## src/rtl/apu_pkg.sv

```systemverilog
// Shared constants for the pulse-channel bank: length table, duty patterns, register offsets.
package apu_pkg;

    // Length counter load values indexed by the 5-bit length index.
    localparam logic [7:0] LEN_TABLE [32] = '{
        8'd10,  8'd254, 8'd20,  8'd2,   8'd40,  8'd4,   8'd80,  8'd6,
        8'd160, 8'd8,   8'd60,  8'd10,  8'd14,  8'd12,  8'd26,  8'd14,
        8'd12,  8'd16,  8'd24,  8'd18,  8'd48,  8'd20,  8'd96,  8'd22,
        8'd192, 8'd24,  8'd72,  8'd26,  8'd16,  8'd28,  8'd32,  8'd30
    };

    // Waveform patterns; bit n is the output for duty step n.
    localparam logic [7:0] DUTY_TABLE [4] = '{8'h80, 8'hC0, 8'hF0, 8'h3F};

    // Register offsets within one channel's 4-byte window.
    localparam logic [1:0] REG_CTRL = 2'd0;
    localparam logic [1:0] REG_TLO  = 2'd1;
    localparam logic [1:0] REG_THI  = 2'd2;
    localparam logic [1:0] REG_LEN  = 2'd3;

endpackage

```

## src/rtl/apu_pulse_ch.sv

```systemverilog
// One pulse channel: registers, period timer / duty sequencer, envelope, length counter and
// the registered output level.
module apu_pulse_ch
    import apu_pkg::*;
#(
    parameter int unsigned TIMER_W = 11
) (
    input  logic         clk_i,
    input  logic         rst_ni,
    input  logic         tick_i,
    input  logic         q_tick_i,
    input  logic         h_tick_i,
    input  logic         wr_en_i,
    input  logic [1:0]   wr_off_i,
    input  logic [7:0]   data_i,
    input  logic         en_i,      // next-state enable, so a clear acts on the write edge
    output logic [7:0]   ctrl_o,
    output logic [7:0]   tlo_o,
    output logic [7:0]   thi_o,
    output logic [7:0]   len_reg_o,
    output logic         len_nz_o,
    output logic [3:0]   level_o
);

    logic [7:0]         ctrl_q, ctrl_d, tlo_q, tlo_d, thi_q, thi_d, len_reg_q, len_reg_d;
    logic [TIMER_W-1:0] cnt_q, cnt_d;
    logic [2:0]         duty_step_q, duty_step_d;
    logic               start_q, start_d;
    logic [3:0]         decay_q, decay_d, div_q, div_d;
    logic [7:0]         len_q, len_d;
    logic [3:0]         level_q, level_d;

    logic [TIMER_W-1:0] period;
    logic [3:0]         vol;
    logic               halt_loop, const_vol, len_wr;
    logic [7:0]         duty_pat;

    // Upper bits of the high timer byte fall away in the truncation.
    assign period    = TIMER_W'({thi_q, tlo_q});
    assign vol       = ctrl_q[3:0];
    assign const_vol = ctrl_q[4];
    assign halt_loop = ctrl_q[5];
    assign duty_pat  = DUTY_TABLE[ctrl_q[7:6]];
    assign len_wr    = wr_en_i && (wr_off_i == REG_LEN);

    // Next state for registers, timer, envelope, length counter and level.
    always_comb begin
        ctrl_d      = ctrl_q;
        tlo_d       = tlo_q;
        thi_d       = thi_q;
        len_reg_d   = len_reg_q;
        cnt_d       = cnt_q;
        duty_step_d = duty_step_q;
        start_d     = start_q;
        decay_d     = decay_q;
        div_d       = div_q;
        len_d       = len_q;
        level_d     = 4'd0;

        if (wr_en_i) begin
            unique case (wr_off_i)
                REG_CTRL: ctrl_d    = data_i;
                REG_TLO:  tlo_d     = data_i;
                REG_THI:  thi_d     = data_i;
                REG_LEN:  len_reg_d = data_i;
            endcase
        end

        if (tick_i) begin
            if (cnt_q == '0) begin
                cnt_d       = period;
                duty_step_d = duty_step_q - 3'd1;
            end else begin
                cnt_d = cnt_q - TIMER_W'(1);
            end
        end

        if (q_tick_i) begin
            if (start_q) begin
                start_d = 1'b0;
                decay_d = 4'd15;
                div_d   = vol;
            end else if (div_q == 4'd0) begin
                div_d = vol;
                if (decay_q != 4'd0) begin
                    decay_d = decay_q - 4'd1;
                end else if (halt_loop) begin
                    decay_d = 4'd15;
                end
            end else begin
                div_d = div_q - 4'd1;
            end
        end

        if (h_tick_i && !halt_loop && (len_q != 8'd0)) begin
            len_d = len_q - 8'd1;
        end

        // Priority: disable > length write > h_tick decrement.
        if (len_wr) begin
            duty_step_d = 3'd0;
            start_d     = 1'b1;
            if (en_i) begin
                len_d = LEN_TABLE[data_i[7:3]];
            end
        end
        if (!en_i) begin
            len_d = 8'd0;
        end

        if (en_i && (len_q != 8'd0) && (period >= TIMER_W'(8)) && duty_pat[duty_step_q]) begin
            level_d = const_vol ? vol : decay_q;
        end
    end

    // Channel state registers.
    always_ff @(posedge clk_i or negedge rst_ni) begin
        if (!rst_ni) begin
            ctrl_q      <= 8'd0;
            tlo_q       <= 8'd0;
            thi_q       <= 8'd0;
            len_reg_q   <= 8'd0;
            cnt_q       <= '0;
            duty_step_q <= 3'd0;
            start_q     <= 1'b0;
            decay_q     <= 4'd0;
            div_q       <= 4'd0;
            len_q       <= 8'd0;
            level_q     <= 4'd0;
        end else begin
            ctrl_q      <= ctrl_d;
            tlo_q       <= tlo_d;
            thi_q       <= thi_d;
            len_reg_q   <= len_reg_d;
            cnt_q       <= cnt_d;
            duty_step_q <= duty_step_d;
            start_q     <= start_d;
            decay_q     <= decay_d;
            div_q       <= div_d;
            len_q       <= len_d;
            level_q     <= level_d;
        end
    end

    assign ctrl_o    = ctrl_q;
    assign tlo_o     = tlo_q;
    assign thi_o     = thi_q;
    assign len_reg_o = len_reg_q;
    assign len_nz_o  = (len_q != 8'd0);
    assign level_o   = level_q;

endmodule

```

## src/rtl/apu_pulse_bank.sv

```systemverilog
// Bank of pulse channels on a byte-wide register bus, with shared prescaler and frame
// sequencer, the ENABLE register, a registered read port and a registered mix sum.
module apu_pulse_bank
    import apu_pkg::*;
#(
    parameter int unsigned N_CH      = 4,
    parameter int unsigned TIMER_W   = 11,
    parameter int unsigned PRESCALE  = 2,
    parameter int unsigned FRAME_DIV = 7457,
    localparam int unsigned ADDR_W   = $clog2(4 * N_CH + 1),
    localparam int unsigned MIX_W    = $clog2(15 * N_CH + 1)
) (
    input  logic              clk_i,
    input  logic              rst_ni,
    input  logic [ADDR_W-1:0] addr_i,
    input  logic [7:0]        data_i,
    input  logic              write_i,
    output logic [7:0]        data_o,
    output logic [4*N_CH-1:0] level_o,
    output logic [MIX_W-1:0]  mix_o
);

    localparam int unsigned PRE_W   = (PRESCALE > 1) ? $clog2(PRESCALE) : 1;
    localparam int unsigned FR_W    = (FRAME_DIV > 1) ? $clog2(FRAME_DIV) : 1;
    localparam int unsigned EN_ADDR = 4 * N_CH;

    logic [PRE_W-1:0]  pre_q, pre_d;
    logic [FR_W-1:0]   frame_q, frame_d;
    logic [1:0]        step_q, step_d;
    logic [N_CH-1:0]   enable_q, enable_d;
    logic [7:0]        data_q, data_d;
    logic [MIX_W-1:0]  mix_q, mix_d;
    logic              tick, q_tick, h_tick;
    logic [31:0]       addr_ext;
    logic [7:0]        rdata;
    logic [N_CH-1:0]   ch_wr, len_nz;
    logic [7:0]        ch_ctrl [N_CH];
    logic [7:0]        ch_tlo [N_CH];
    logic [7:0]        ch_thi [N_CH];
    logic [7:0]        ch_len [N_CH];

    assign addr_ext = 32'(addr_i);
    assign tick     = (pre_q == PRE_W'(PRESCALE - 1));
    assign q_tick   = tick && (frame_q == FR_W'(FRAME_DIV - 1));
    // The new step is odd exactly when the current step is even.
    assign h_tick   = q_tick && !step_q[0];

    // Prescaler, frame sequencer and ENABLE next state.
    always_comb begin
        pre_d    = tick ? '0 : pre_q + PRE_W'(1);
        frame_d  = frame_q;
        step_d   = step_q;
        enable_d = enable_q;
        if (tick) begin
            frame_d = q_tick ? '0 : frame_q + FR_W'(1);
        end
        if (q_tick) begin
            step_d = step_q + 2'd1;
        end
        if (write_i && (addr_ext == EN_ADDR)) begin
            enable_d = data_i[N_CH-1:0];
        end
    end

    // Channel write strobes.
    always_comb begin
        for (int unsigned k = 0; k < N_CH; k++) begin
            ch_wr[k] = write_i && (addr_ext < EN_ADDR) && ((addr_ext >> 2) == k);
        end
    end

    // Read mux; data_o only updates on read cycles.
    always_comb begin
        rdata = 8'h00;
        if (addr_ext < EN_ADDR) begin
            for (int unsigned k = 0; k < N_CH; k++) begin
                if ((addr_ext >> 2) == k) begin
                    unique case (addr_i[1:0])
                        REG_CTRL: rdata = ch_ctrl[k];
                        REG_TLO:  rdata = ch_tlo[k];
                        REG_THI:  rdata = ch_thi[k];
                        REG_LEN:  rdata = ch_len[k];
                    endcase
                end
            end
        end else if (addr_ext == EN_ADDR) begin
            rdata = 8'(len_nz);
        end
        data_d = write_i ? data_q : rdata;
    end

    // Mix sum over the registered channel levels.
    always_comb begin
        mix_d = '0;
        for (int unsigned k = 0; k < N_CH; k++) begin
            mix_d = mix_d + MIX_W'(level_o[4*k +: 4]);
        end
    end

    // Top-level state registers.
    always_ff @(posedge clk_i or negedge rst_ni) begin
        if (!rst_ni) begin
            pre_q    <= '0;
            frame_q  <= '0;
            step_q   <= 2'd0;
            enable_q <= '0;
            data_q   <= 8'h00;
            mix_q    <= '0;
        end else begin
            pre_q    <= pre_d;
            frame_q  <= frame_d;
            step_q   <= step_d;
            enable_q <= enable_d;
            data_q   <= data_d;
            mix_q    <= mix_d;
        end
    end

    for (genvar k = 0; k < N_CH; k++) begin : g_ch
        apu_pulse_ch #(
            .TIMER_W (TIMER_W)
        ) u_ch (
            .clk_i     (clk_i),
            .rst_ni    (rst_ni),
            .tick_i    (tick),
            .q_tick_i  (q_tick),
            .h_tick_i  (h_tick),
            .wr_en_i   (ch_wr[k]),
            .wr_off_i  (addr_i[1:0]),
            .data_i    (data_i),
            .en_i      (enable_d[k]),
            .ctrl_o    (ch_ctrl[k]),
            .tlo_o     (ch_tlo[k]),
            .thi_o     (ch_thi[k]),
            .len_reg_o (ch_len[k]),
            .len_nz_o  (len_nz[k]),
            .level_o   (level_o[4*k +: 4])
        );
    end

    assign data_o = data_q;
    assign mix_o  = mix_q;

endmodule

```

## config.mk

```make
export PLATFORM = sky130hd
export DESIGN_NAME = apu_pulse_bank
export DESIGN_NICKNAME = d
export VERILOG_FILES = /design/src/rtl/apu_pkg.sv /design/src/rtl/apu_pulse_ch.sv /design/src/rtl/apu_pulse_bank.sv
export SDC_FILE = /design/constraint.sdc
export NUM_CORES = 1
export LEC_CHECK = 0
export CORE_AREA = 2 2 236 238
export DETAILED_ROUTE_END_ITERATION = 7
export DIE_AREA = 0 0 238 240
export PLACE_DENSITY = 0.56
export SYNTH_ARGS = -nofsm -noshare
export SYNTH_HDL_FRONTEND = slang
export SYNTH_HIERARCHICAL = 1
export SYNTH_SLANG_ARGS = --single-unit
```

## constraint.sdc

```tcl
create_clock -name clk_i -period 9.2 [get_ports clk_i]
set_clock_uncertainty 0.2 [all_clocks]
set_input_delay 0.92 -clock clk_i [delete_from_list [all_inputs] [get_ports clk_i]]
set_output_delay 0.92 -clock clk_i [all_outputs]
set_load 0.01 [all_outputs]
```

Yosys cells after proc, flatten, opt, wreduce, memory -nomap -nowiden

Memories as Yosys holds them, arrays and structs flattened.
Index checks and enable logic that the tools add are counted.

Memories kept: 1
Input port bits: 16
Bits in registers: 302
Bits in read-only memories: 256
Output and inout port bits: 30
Word-level logic and storage cells: 307

Mux-type cells: 100
Eq/ne operators: 12
Add/subtract/negate cells: 26
Reduce and logical (&&, ||, !) cells: 99
Magnitude comparators: 14
Bitwise logic cells: 5

Memory list:

| memory          | words | bits a word | rd ports | clocked after memory_dff | write ports | RTL line            | text |
|---|---|---|---|---|---|---|---|
| (no name shown) | 32    | 8           | 1        | 0                        | 0           | apu_pulse_ch.sv:104 | `len_d = LEN_TABLE[data_i[7:3]];` |

Operators by type and width:

| operator                                                                | number |
|---|---|
| 8-bit two-way mux                                                       | 27 |
| 4-bit two-way mux                                                       | 34 |
| 8-bit one-hot mux with 4 select lines                                   | 4 |
| 8-bit binary-select mux with 2-bit select                               | 4 |
| 11-bit by 4-bit >= comparator with 1-bit output (second input constant) | 4 |
| 11-bit zero test                                                        | 4 |
| 11-bit two-way mux                                                      | 4 |
| 11-bit by 1-bit subtractor with 11-bit output (second input constant)   | 4 |
| 2-bit AND reduction                                                     | 20 |
| 3-bit two-way mux                                                       | 12 |
| 1-bit logical AND                                                       | 32 |
| 32-bit zero test                                                        | 1 |
| 2-bit nonzero test                                                      | 16 |
| 8-bit nonzero test                                                      | 4 |
| 4-bit by 1-bit subtractor with 4-bit output (second input constant)     | 8 |
| 8-bit by 1-bit subtractor with 8-bit output (second input constant)     | 4 |
| 4-bit zero test                                                         | 4 |
| 3-bit by 4-bit < comparator with 1-bit output (second input constant)   | 4 |
| 4-bit nonzero test                                                      | 4 |
| 13-bit by 1-bit adder with 13-bit output (second input constant)        | 1 |
| 13-bit equality test (second input constant)                            | 1 |
| 13-bit two-way mux                                                      | 1 |
| 1-bit binary-select mux with 3-bit select                               | 4 |
| 3-bit >= comparator (second input constant)                             | 4 |
| other kinds (21)                                                        | 51 |

Longest topological paths before layout

Gate-level depths: netlist of run 1.

Depth after elaboration: 8
Depth in mapped cells: 10
Mapped depth without buffers: 10

Modules after synthesis

Netlist of run 1, hierarchy kept.

Modules (own cells, without submodules):

| module                           | area each (µm²) | sequential area each (µm²) | cells an instance | times used |
|---|---|---|---|---|
| apu_pulse_ch at g_ch[0].u_ch ... | 3614.7          | 1676.6                     | 365               | 3 |
| apu_pulse_ch at g_ch[3].u_ch     | 3658.5          | 1676.6                     | 368               | 1 |
| apu_pulse_bank                   | 2727.6          | 825.8                      | 248               | 1 |

Worst setup path before layout of run 1

Ideal clock, no wire load.

Kind: register to register
From: reg frame_q[2]
To: reg g_ch[0].u_ch.len_q[3]
Required time: 8872 ps
Cell stages (with the launch flop): 9
Path buffers: 1
Setup slack: 5801 ps
Period minus slack after synthesis: 3399 ps
Arrival time: 3071 ps
Library setup time: 128 ps
Cell sequence: dfrtp_1 or4_1 nor4_2 buf_4 nor2b_1 or3b_1 a2111oi_2 xnor2_1 o22ai_1

Longest elaborated chain between the ends: 6

Ends and longest elaborated chain:

| element                                            | RTL line              | text |
|---|---|---|
| start, declared                                    | apu_pulse_bank.sv:28  | `logic [FR_W-1:0] frame_q, frame_d;` |
| start signal, assigned                             | apu_pulse_bank.sv:111 | `frame_q <= frame_d;` |
| 13-bit equality test                               | apu_pulse_bank.sv:44  | `assign q_tick = tick && (frame_q == FR_W'(FRAME_DIV - 1));` |
| 1-bit logical AND                                  | apu_pulse_bank.sv:44  |  |
| named net q_tick                                   | apu_pulse_bank.sv:33  | `logic tick, q_tick, h_tick;` |
| 1-bit logical AND                                  | apu_pulse_bank.sv:46  | `assign h_tick = q_tick && !step_q[0];` |
| named net h_tick                                   | apu_pulse_bank.sv:33  |  |
| 1-bit logical AND (2 in series)                    | apu_pulse_ch.sv:95    | `if (h_tick_i && !halt_loop && (len_q != 8'd0)) begin` |
| 3-bit by 1-bit != test with 1-bit output (no line) | n/a                   |  |
| end signal, assigned                               | apu_pulse_ch.sv:140   | `len_q <= len_d;` |
| end, declared                                      | apu_pulse_ch.sv:30    | `logic [7:0] len_q, len_d;` |

The timed path passes the listed nets, and every way through them passes these cells.
A chain may end at the register's enable or synchronous reset.

Worst setup path in the final report of run 1

From: reg frame_q[2]
To: reg g_ch[3].u_ch.len_q[5]

Longest elaborated chain between the ends: 6

Ends and longest elaborated chain:

| element                                            | RTL line |
|---|---|
| 13-bit equality test                               | apu_pulse_bank.sv:44 |
| 1-bit logical AND                                  | apu_pulse_bank.sv:44 |
| 1-bit logical AND                                  | apu_pulse_bank.sv:46 |
| named net h_tick                                   | apu_pulse_bank.sv:33 |
| 1-bit logical AND (2 in series)                    | apu_pulse_ch.sv:95 |
| 3-bit by 1-bit != test with 1-bit output (no line) | n/a |
| end signal, assigned                               | apu_pulse_ch.sv:140 |
| end, declared                                      | apu_pulse_ch.sv:30 |

The timed path passes the listed nets, and every way through them passes these cells.

==> out/results.tsv, run 1 <==
stage	metric	value	unit
die	die_area	0.0571	mm2
synth	ys.flop_type	dfrtp_1	
synth	synth.largest_area_cell	dfrtp_1	
die	ios	46	
critical_path	cp_cell_sequence	or4_1 -> nor4_4 -> buf_4 -> nor2b_1 -> nand2b_1 -> a21oi_1 -> a31oi_1 -> o311a_1	
synth	synth_top_area_share	43.7	%
drt	postRouteAntennaNets	0	
layout	final_area	0.0196	mm2
synth	synth_fp_nets	1798	
timing	period_minus_slack	4.00	ns
critical_path	critPathKind	flop to flop	
status	status	completed	
placed_design	dpl.hpwl	31.6	mm
die	dieHeight	240	um
synth	yosys_warnings	6	
layout	nets	1826	
drt	post-route-drc-count	0	
drt	firstDrtPassIters	5	
critical_path	cp_max_fo	22	
clocking	root_buffer	clkbuf_16	
die	core_region_area	0.0547	mm2
drt	routedWlPerCell	18.7	um
timing	worst_pin_slew	1.06	ns
critical_path	critPathMaxStageDelay	0.88	ns
timing	setup_viol	0	
synth	synth-edff-count	0	
grt	grt_util_all_layers	16.4	%
power_and_ir_drop	p_comb_share	20.2	%
synth	netlist_top_cells_area	dfrtp_1 (44%), mux2_2 (4.8%), ha_1 (4.6%)	
grt	grt_remaining_overflow	0	
timing	hold_viol_final	0	
power_and_ir_drop	clkPwrFrac	36.2	%
clocking	post_cts_resized	0	
layout	drive_gt1_share	14.1	%
layout	fill_cells	5445	
clocking	cts_tree	done	
power_and_ir_drop	netSwitchingFraction	31.3	%
drt	via_count	13100	
critical_path	required	9.43	ns
placed_design	dpl_cell_area	0.0184	mm2
layout	area_delta_synth_final	13.9	%
clocking	clkSinkCount	301	
flow_run	cap_violations	0	
synth	synth-async-reset-ratio	100	%
clocking	postCtsSetupRepairBufs	0	
clocking	clkLatencyLatePin	0.55	ns
layout	regArea	0.00753	mm2
placed_design	gp_congestion	0.840	
drt	drt_iter0_drc	1007	
power_and_ir_drop	internal_power	2.86	mW
timing	report.final.slew_viol_count	0	
drt	vias_per_cell	5.31	
grt	grt_pass1_vias	13100	
placed_design	port_buffers	45	
power_and_ir_drop	ir_worst_vdd	0.000123	V
timing	min_period_over_period	43.5	%
critical_path	endpoint_kind	flop	
clocking	cts_hold_buf	0	
critical_path	crit_path_top_delay_cell	nor2b_1	
min_path	min_path_type	input port to asynchronous set/reset pin	
timing	max_freq	250	MHz
clocking	clk_pin_slew	0.06	ns
power_and_ir_drop	seqPwrFrac	43.5	%
power_and_ir_drop	leakage	8.36	nW
layout	fin_util	35.9	%
synth	syn_area	0.0172	mm2
clocking	cts_buffers	37	
clocking	cts.path.max_buffers	3	
timing	fin_hold_ws	0.191	ns
die	initial_core_util	31.5	%
grt	grt_max_degree	88	
grt	grt_pass1_wl	73.8	mm
power_and_ir_drop	power_density	212	mW/mm2
synth	netlist_instances	1711	
synth	ys_ff_latch	301	
power_and_ir_drop	p_sw	1.30	mW
grt	antenna_found_initial	1	
timing	final.setup.tns	0	ns
critical_path	cp.arrival	4.23	ns
synth	ys_seq_area_share	43.7	%
layout	multi_input_area	0.00894	mm2
synth	synth.distinct_cells	88	
power_and_ir_drop	p_total	4.16	mW
critical_path	worst_setup_path_start_kind	flop	
die	row_count	86	
timing	rsz0062_at_grt	no	
synth	avgSynthCellArea	10.1	um2
die	die_w	238	um
clocking	htree_levels	2	
timing	relSlewSlack	29.1	%
drt	wirelength	46.2	mm
-- worst paths after layout --
kind | startpoint | slack (ns) | depth (start not counted) | end
worst min-delay path | rst_ni | 0.19 | 1 | frame_q[4]
worst max register to register | frame_q[2] | 5.20 | 8 | g_ch[3].u_ch/len_q[5]
worst max-delay path | frame_q[2] | 5.20 | 8 | g_ch[3].u_ch/len_q[5]
worst min register to register | g_ch[2].u_ch/len_reg_o[0] | 0.27 | 2 | g_ch[2].u_ch/len_reg_o[0]
min in group clk_i | g_ch[2].u_ch/len_reg_o[0] | 0.27 | 2 | g_ch[2].u_ch/len_reg_o[0]
max in group asynchronous | rst_ni | 7.10 | 2 | g_ch[1].u_ch/cnt_q[10]
-- state kept, by name, summed over array words and instances (netlist names), 13 cells and up --
name / cells
g_ch.u_ch/ctrl_o: 32
g_ch.u_ch/len_q: 32
g_ch.u_ch/tlo_o: 32
g_ch.u_ch/level_o: 16
g_ch.u_ch/decay_q: 16
g_ch.u_ch/len_reg_o: 32
g_ch.u_ch/thi_o: 32
frame_q: 13
g_ch.u_ch/cnt_q: 44
g_ch.u_ch/div_q: 16
-- power by group through the flow --
| stage | Clock (mW) | Sequential (mW) | Combinational, mW |
|---|---|---|---|
| floorplan | 0 | 1.73 | 0.642 |
| global placement | 0 | 1.82 | 0.815 |
| detailed placement | 0 | 1.83 | 0.842 |
| CTS | 1.54 | 1.81 | 0.846 |
| global route | 1.60 | 1.85 | 0.949 |
| finish | 1.51 | 1.81 | 0.842 |
-- critical path, delay by kind of cell (launching register included) --
| family | cells | cell delay [ns] |
|---|---|---|
| flip-flops | 1 | 0.44 |
| buffers and inverters | 1 | 0.32 |
| AND/OR/NAND/NOR | 4 | 1.94 |
| AO/OA/AOI/OAI | 3 | 0.95 |
-- stage by stage --
stage	setup slack, ns	std cells
after floorplan	5.80	1711
after global placement	5.25	2404
after detailed placement	5.16	2404
after CTS	5.18	2468
after global routing	4.85	2468
final	5.20	2469
-- cell usage after synthesis (22+ instances only) --
library cell,count
dfrtp_1,301
nand2_1,193
o21ai_0,130
inv_1,119
a21oi_1,93
nor2_1,83
mux2_2,74
ha_1,63
clkbuf_1,47
mux2i_1,43
nand3_1,39
nand3b_1,35
mux4_2,32
nor3_1,29
o22ai_1,28
xnor2_1,22
-- cells by family (layout without fill, tap and decap cells) --
kind of cell / Yosys count / in the layout / share of synthesized area [%]
AND/OR/NAND/NOR: 550 / 550 / 17.8
AO/OA/AOI/OAI: 418 / 418 / 15.6
flip-flops: 301 / 301 / 43.7
buffers and inverters: 195 / 248 / 4.45
multiplexers: 150 / 150 / 11.6
adder cells (fa/ha/maj): 71 / 71 / 5.50
XOR/XNOR: 26 / 26 / 1.32
other: 0 / 1 / 0
-- placed cells by master, fill, tap and decap left out, types with 9 or more instances in the layout --
cell type and instances:
o22ai_1 28, a31oi_1 16, o211ai_1 9, clkbuf_16 39, ha_1 63, o21ai_1 9, a21oi_1 93, inv_1 119
and2_1 13, nand3_1 39, mux2_2 74, a21boi_0 13, nand4_1 20, nor4_1 12, nor3b_2 9, clkbuf_8 9
dfrtp_1 300, nand2b_1 20, mux2i_1 43, nor2b_1 17, or3_1 10, clkdlybuf4s50_1 38, mux4_2 32, nor2_1 83
o21a_1 9, nor3_1 29, xnor2_1 22, o21ai_0 130, nand3b_1 35, nand2_1 193, buf_4 17
-- per-layer routing --
| metal | vias up | global-route usage, % | routed length [um] |
|---|---|---|---|
| li1 | 6234 | - | - |
| met1 | 6520 | 22.6 | 21500 |
| met2 | 312 | 26.5 | 21300 |
| met3 | 36 | 3.90 | 3030 |
| met4 | 2 | 2.84 | 453 |
| met5 | - | 0 | 13 |
-- area by class of cell --
class                           count  share of cell area, %
Multi-Input combinational cell   1215                   45.6
Antenna cell                        1                 0.0128
Inverter                          122                   2.33
Clock buffer                       55                   5.74
Timing Repair Buffer               62                   2.82
Tap cell                          704                   4.49
Sequential cell                   301                   38.4
Clock inverter                      9                  0.631
Note: power is estimated with default switching activity, not from simulation.
==> inputs of run 2 (changes only) <==
Settings changed: PLACE_DENSITY 0.56 to 0.58.
Clock period 9.2 ns to 3.5 ns, I/O delays scaled along.
==> run 2 against run 1 <==
Effect of this change:
- worst hold slack got worse by 0.024 ns
- non-clock buffer count increased by 21
- sequential cell count unchanged
- utilization increased by 0.31 points
- design area increased by 0.87%
- die area unchanged
- first-iteration DRC count decreased by 11%
- clock power increased to 2.5 times the previous value
- worst setup slack got worse by 4.8 ns
- sequential share of layout area decreased by 0.33 points
- largest cell class unchanged
==> out/results.tsv, run 2 (same netlist as run 1, synthesis figures left out) <==
stage	metric	value	unit	change
flow_run	cap_violations	0		unchanged
die	row_count	86		unchanged
critical_path	cp_cell_sequence	or4_1 -> nor4_4 -> nor2b_1 -> buf_4 -> or3b_1 -> a2111oi_2 -> xnor2_1 -> o22ai_1		
placed_design	port_buffers	45		unchanged
power_and_ir_drop	seqPwrFrac	44.1	%	+0.6 points
placed_design	dp.cells	2424		+0.83%
layout	largest_reg_flops	44		unchanged
clocking	clkLatencyLatePin	0.54	ns	about the same
die	core_region_area	0.0547	mm2	unchanged
power_and_ir_drop	p_comb_share	20.7	%	+0.5 points
die	die_w	238	um	unchanged
drt	drt_iter0_drc	899		-11%
power_and_ir_drop	power_density	544	mW/mm2	+160%
timing	period_minus_slack	3.13	ns	-0.870 ns
timing	hold_viol_final	0		unchanged
power_and_ir_drop	internal_power	7.38	mW	+160%
die	die_area	0.0571	mm2	unchanged
placed_design	gp_congestion	0.867		+3.2%
power_and_ir_drop	ir_worst_vdd	0.000265	V	+120%
drt	postRouteAntennaNets	0		unchanged
min_path	min_path_cells	3		
placed_design	place_worst_setup_slack	0.382	ns	-4.78 ns
clocking	clkSinkCount	301		unchanged
grt	grt_util_all_layers	16.3	%	-0.067 points
drt	firstDrtPassIters	6		+1
placed_design	dpl_cell_area	0.0186	mm2	+1.2%
clocking	htree_levels	2		unchanged
timing	report.final.slew_viol_count	0		unchanged
critical_path	required	3.71	ns	-5.72 ns
layout	area_delta_synth_final	14.8	%	
timing	setup_viol	0		unchanged
layout	finalNonFillerCells	2488		+0.77%
die	initial_core_util	31.5	%	unchanged
timing	rsz0062_at_grt	no		
clocking	post_cts_resized	0		unchanged
layout	fin_util	36.2	%	+0.31 points
clocking	postCtsSetupRepairBufs	0		unchanged
drt	via_count	13400		+2.0%
clocking	cts_buffers	35		-5.4%
critical_path	critPathKind	flop to flop		
power_and_ir_drop	netSwitchingFraction	31.5	%	+0.14 points
timing	max_freq	320	MHz	+28%
grt	grt_max_degree	92		+4.5%
critical_path	r2r_slack	0.37	ns	-4.83 ns
drt	routedWlPerCell	18.5	um	-1.0%
drt	wirelength	46.1	mm	-0.25%
grt	antenna_found_initial	1		unchanged
power_and_ir_drop	clkPwrFrac	35.2	%	-1.0 points
status	status	completed		
critical_path	rr_worst_depth	8		unchanged
clocking	cts.path.max_buffers	3		unchanged
layout	drive_gt1_share	15.0	%	+0.91 points
layout	max_flop_register	g_ch.u_ch/cnt_q		
timing	min_period_over_period	89.4	%	+46 points
clocking	root_buffer	clkbuf_16		
layout	final_area	0.0198	mm2	+0.87%
die	dieHeight	240	um	unchanged
drt	post-route-drc-count	0		unchanged
die	ios	46		unchanged
clocking	cts_tree	done		
layout	mostFrequentLayoutCell	dfrtp_1		
critical_path	crit_path_top_delay_cell	or4_1		
layout	num_antenna_cells	0		-1
min_path	min_path_type	input port to flop		
timing	final.setup.tns	0	ns	unchanged
critical_path	critPathMaxStageDelay	0.59	ns	-0.29 ns
critical_path	cp_max_fo	17		-23%
clocking	clk_pin_slew	0.06	ns	about the same
power_and_ir_drop	leakage	8.46	nW	+1.1%
timing	worst_pin_slew	0.824	ns	-0.237 ns
power_and_ir_drop	p_sw	3.39	mW	+160%
critical_path	cp.arrival	3.34	ns	-0.89 ns
grt	grt_pass1_wl	74.4	mm	+0.89%
timing	timing.final.ws_setup	0.372	ns	-4.83 ns
grt	grt_remaining_overflow	0		unchanged
placed_design	dpl.hpwl	32.3	mm	+2.1%
grt	grt_pass1_vias	13200		+0.32%
layout	final_cell_mix	dfrtp_1 (300), nand2_1 (193), o21ai_0 (130)		
drt	vias_per_cell	5.37		+1.2%
layout	nets	1845		+1.0%
timing	relSlewSlack	45.1	%	+16 points
critical_path	worst_setup_path_start_kind	flop		
critical_path	endpoint_kind	flop		
run 2: cell types whose count changed in the layout (fill, tap and decap cells not counted):
cell and delta:
buf_12 +6, clkinv_2 -2, clkbuf_16 -4, buf_4 +14
diode_2 -1, dlygate4sd3_1 +1, clkinvlp_4 +1, clkbuf_8 +1
clkinv_4 +1, inv_6 +2
run 2: metrics by stage:
step,hold WS [ns],total power [mW]
after global placement,0.206,6.95
final,0.167,10.8
after global routing,0.199,11.4
after detailed placement,0.209,7.03
after floorplan,-0.146,6.25
after CTS,0.142,10.9
run 2: metal layers:
layer  vias up  routed length [um]  global-route usage, %
li1       6275                   -                      -
met1      6719               22200                   24.0
met2       326               20800                   25.4
met3        48                2520                   2.42
met4         0                 614                   3.47
met5         -                   0                      0
run 2: area by class of cell:
cell class | instances | area [um2]
clock buffer | 52 | 1040
clock inverter | 11 | 148
fill | 5491 | 34900
inverter | 122 | 458
multi-input combinational | 1215 | 8940
sequential | 301 | 7530
tap | 704 | 881
timing repair buffer | 83 | 788
run 2: final timing paths:
check / from / end
worst min register to register: g_ch[3].u_ch/len_reg_o[5] / g_ch[3].u_ch/len_reg_o[5]
worst max register to register: frame_q[2] / g_ch[1].u_ch/len_q[3]
min in group asynchronous: rst_ni / g_ch[3].u_ch/len_reg_o[5]
worst min-delay path: data_i[5] / g_ch[3].u_ch/len_reg_o[5]
worst max-delay path: frame_q[2] / g_ch[1].u_ch/len_q[3]
max in group asynchronous: rst_ni / g_ch[2].u_ch/level_o[0]
run 2: critical path, delay by kind of cell (launching register included):
family | cells | cell delay [ns]
xor gates and xnor gates | 1 | 0.16
buffers and inverters | 1 | 0.23
and+or+nand+nor | 4 | 1.47
AOI/OAI and AO/OA | 2 | 0.50
DFF | 1 | 0.45
run 2: repair_timing:
action	4_1_cts	5_1_grt
hold buffers	1	0
hold endpoints to repair	76	0
setup endpoints to repair	0	0
run 2: power by group through the flow:
stage | Combinational (mW) | Sequential (mW) | Clock [mW]
finish | 2.22 | 4.75 | 3.79
global route | 2.52 | 4.84 | 4.05
CTS | 2.24 | 4.75 | 3.90
detailed placement | 2.23 | 4.80 | 0
global placement | 2.16 | 4.78 | 0
floorplan | 1.69 | 4.56 | 0
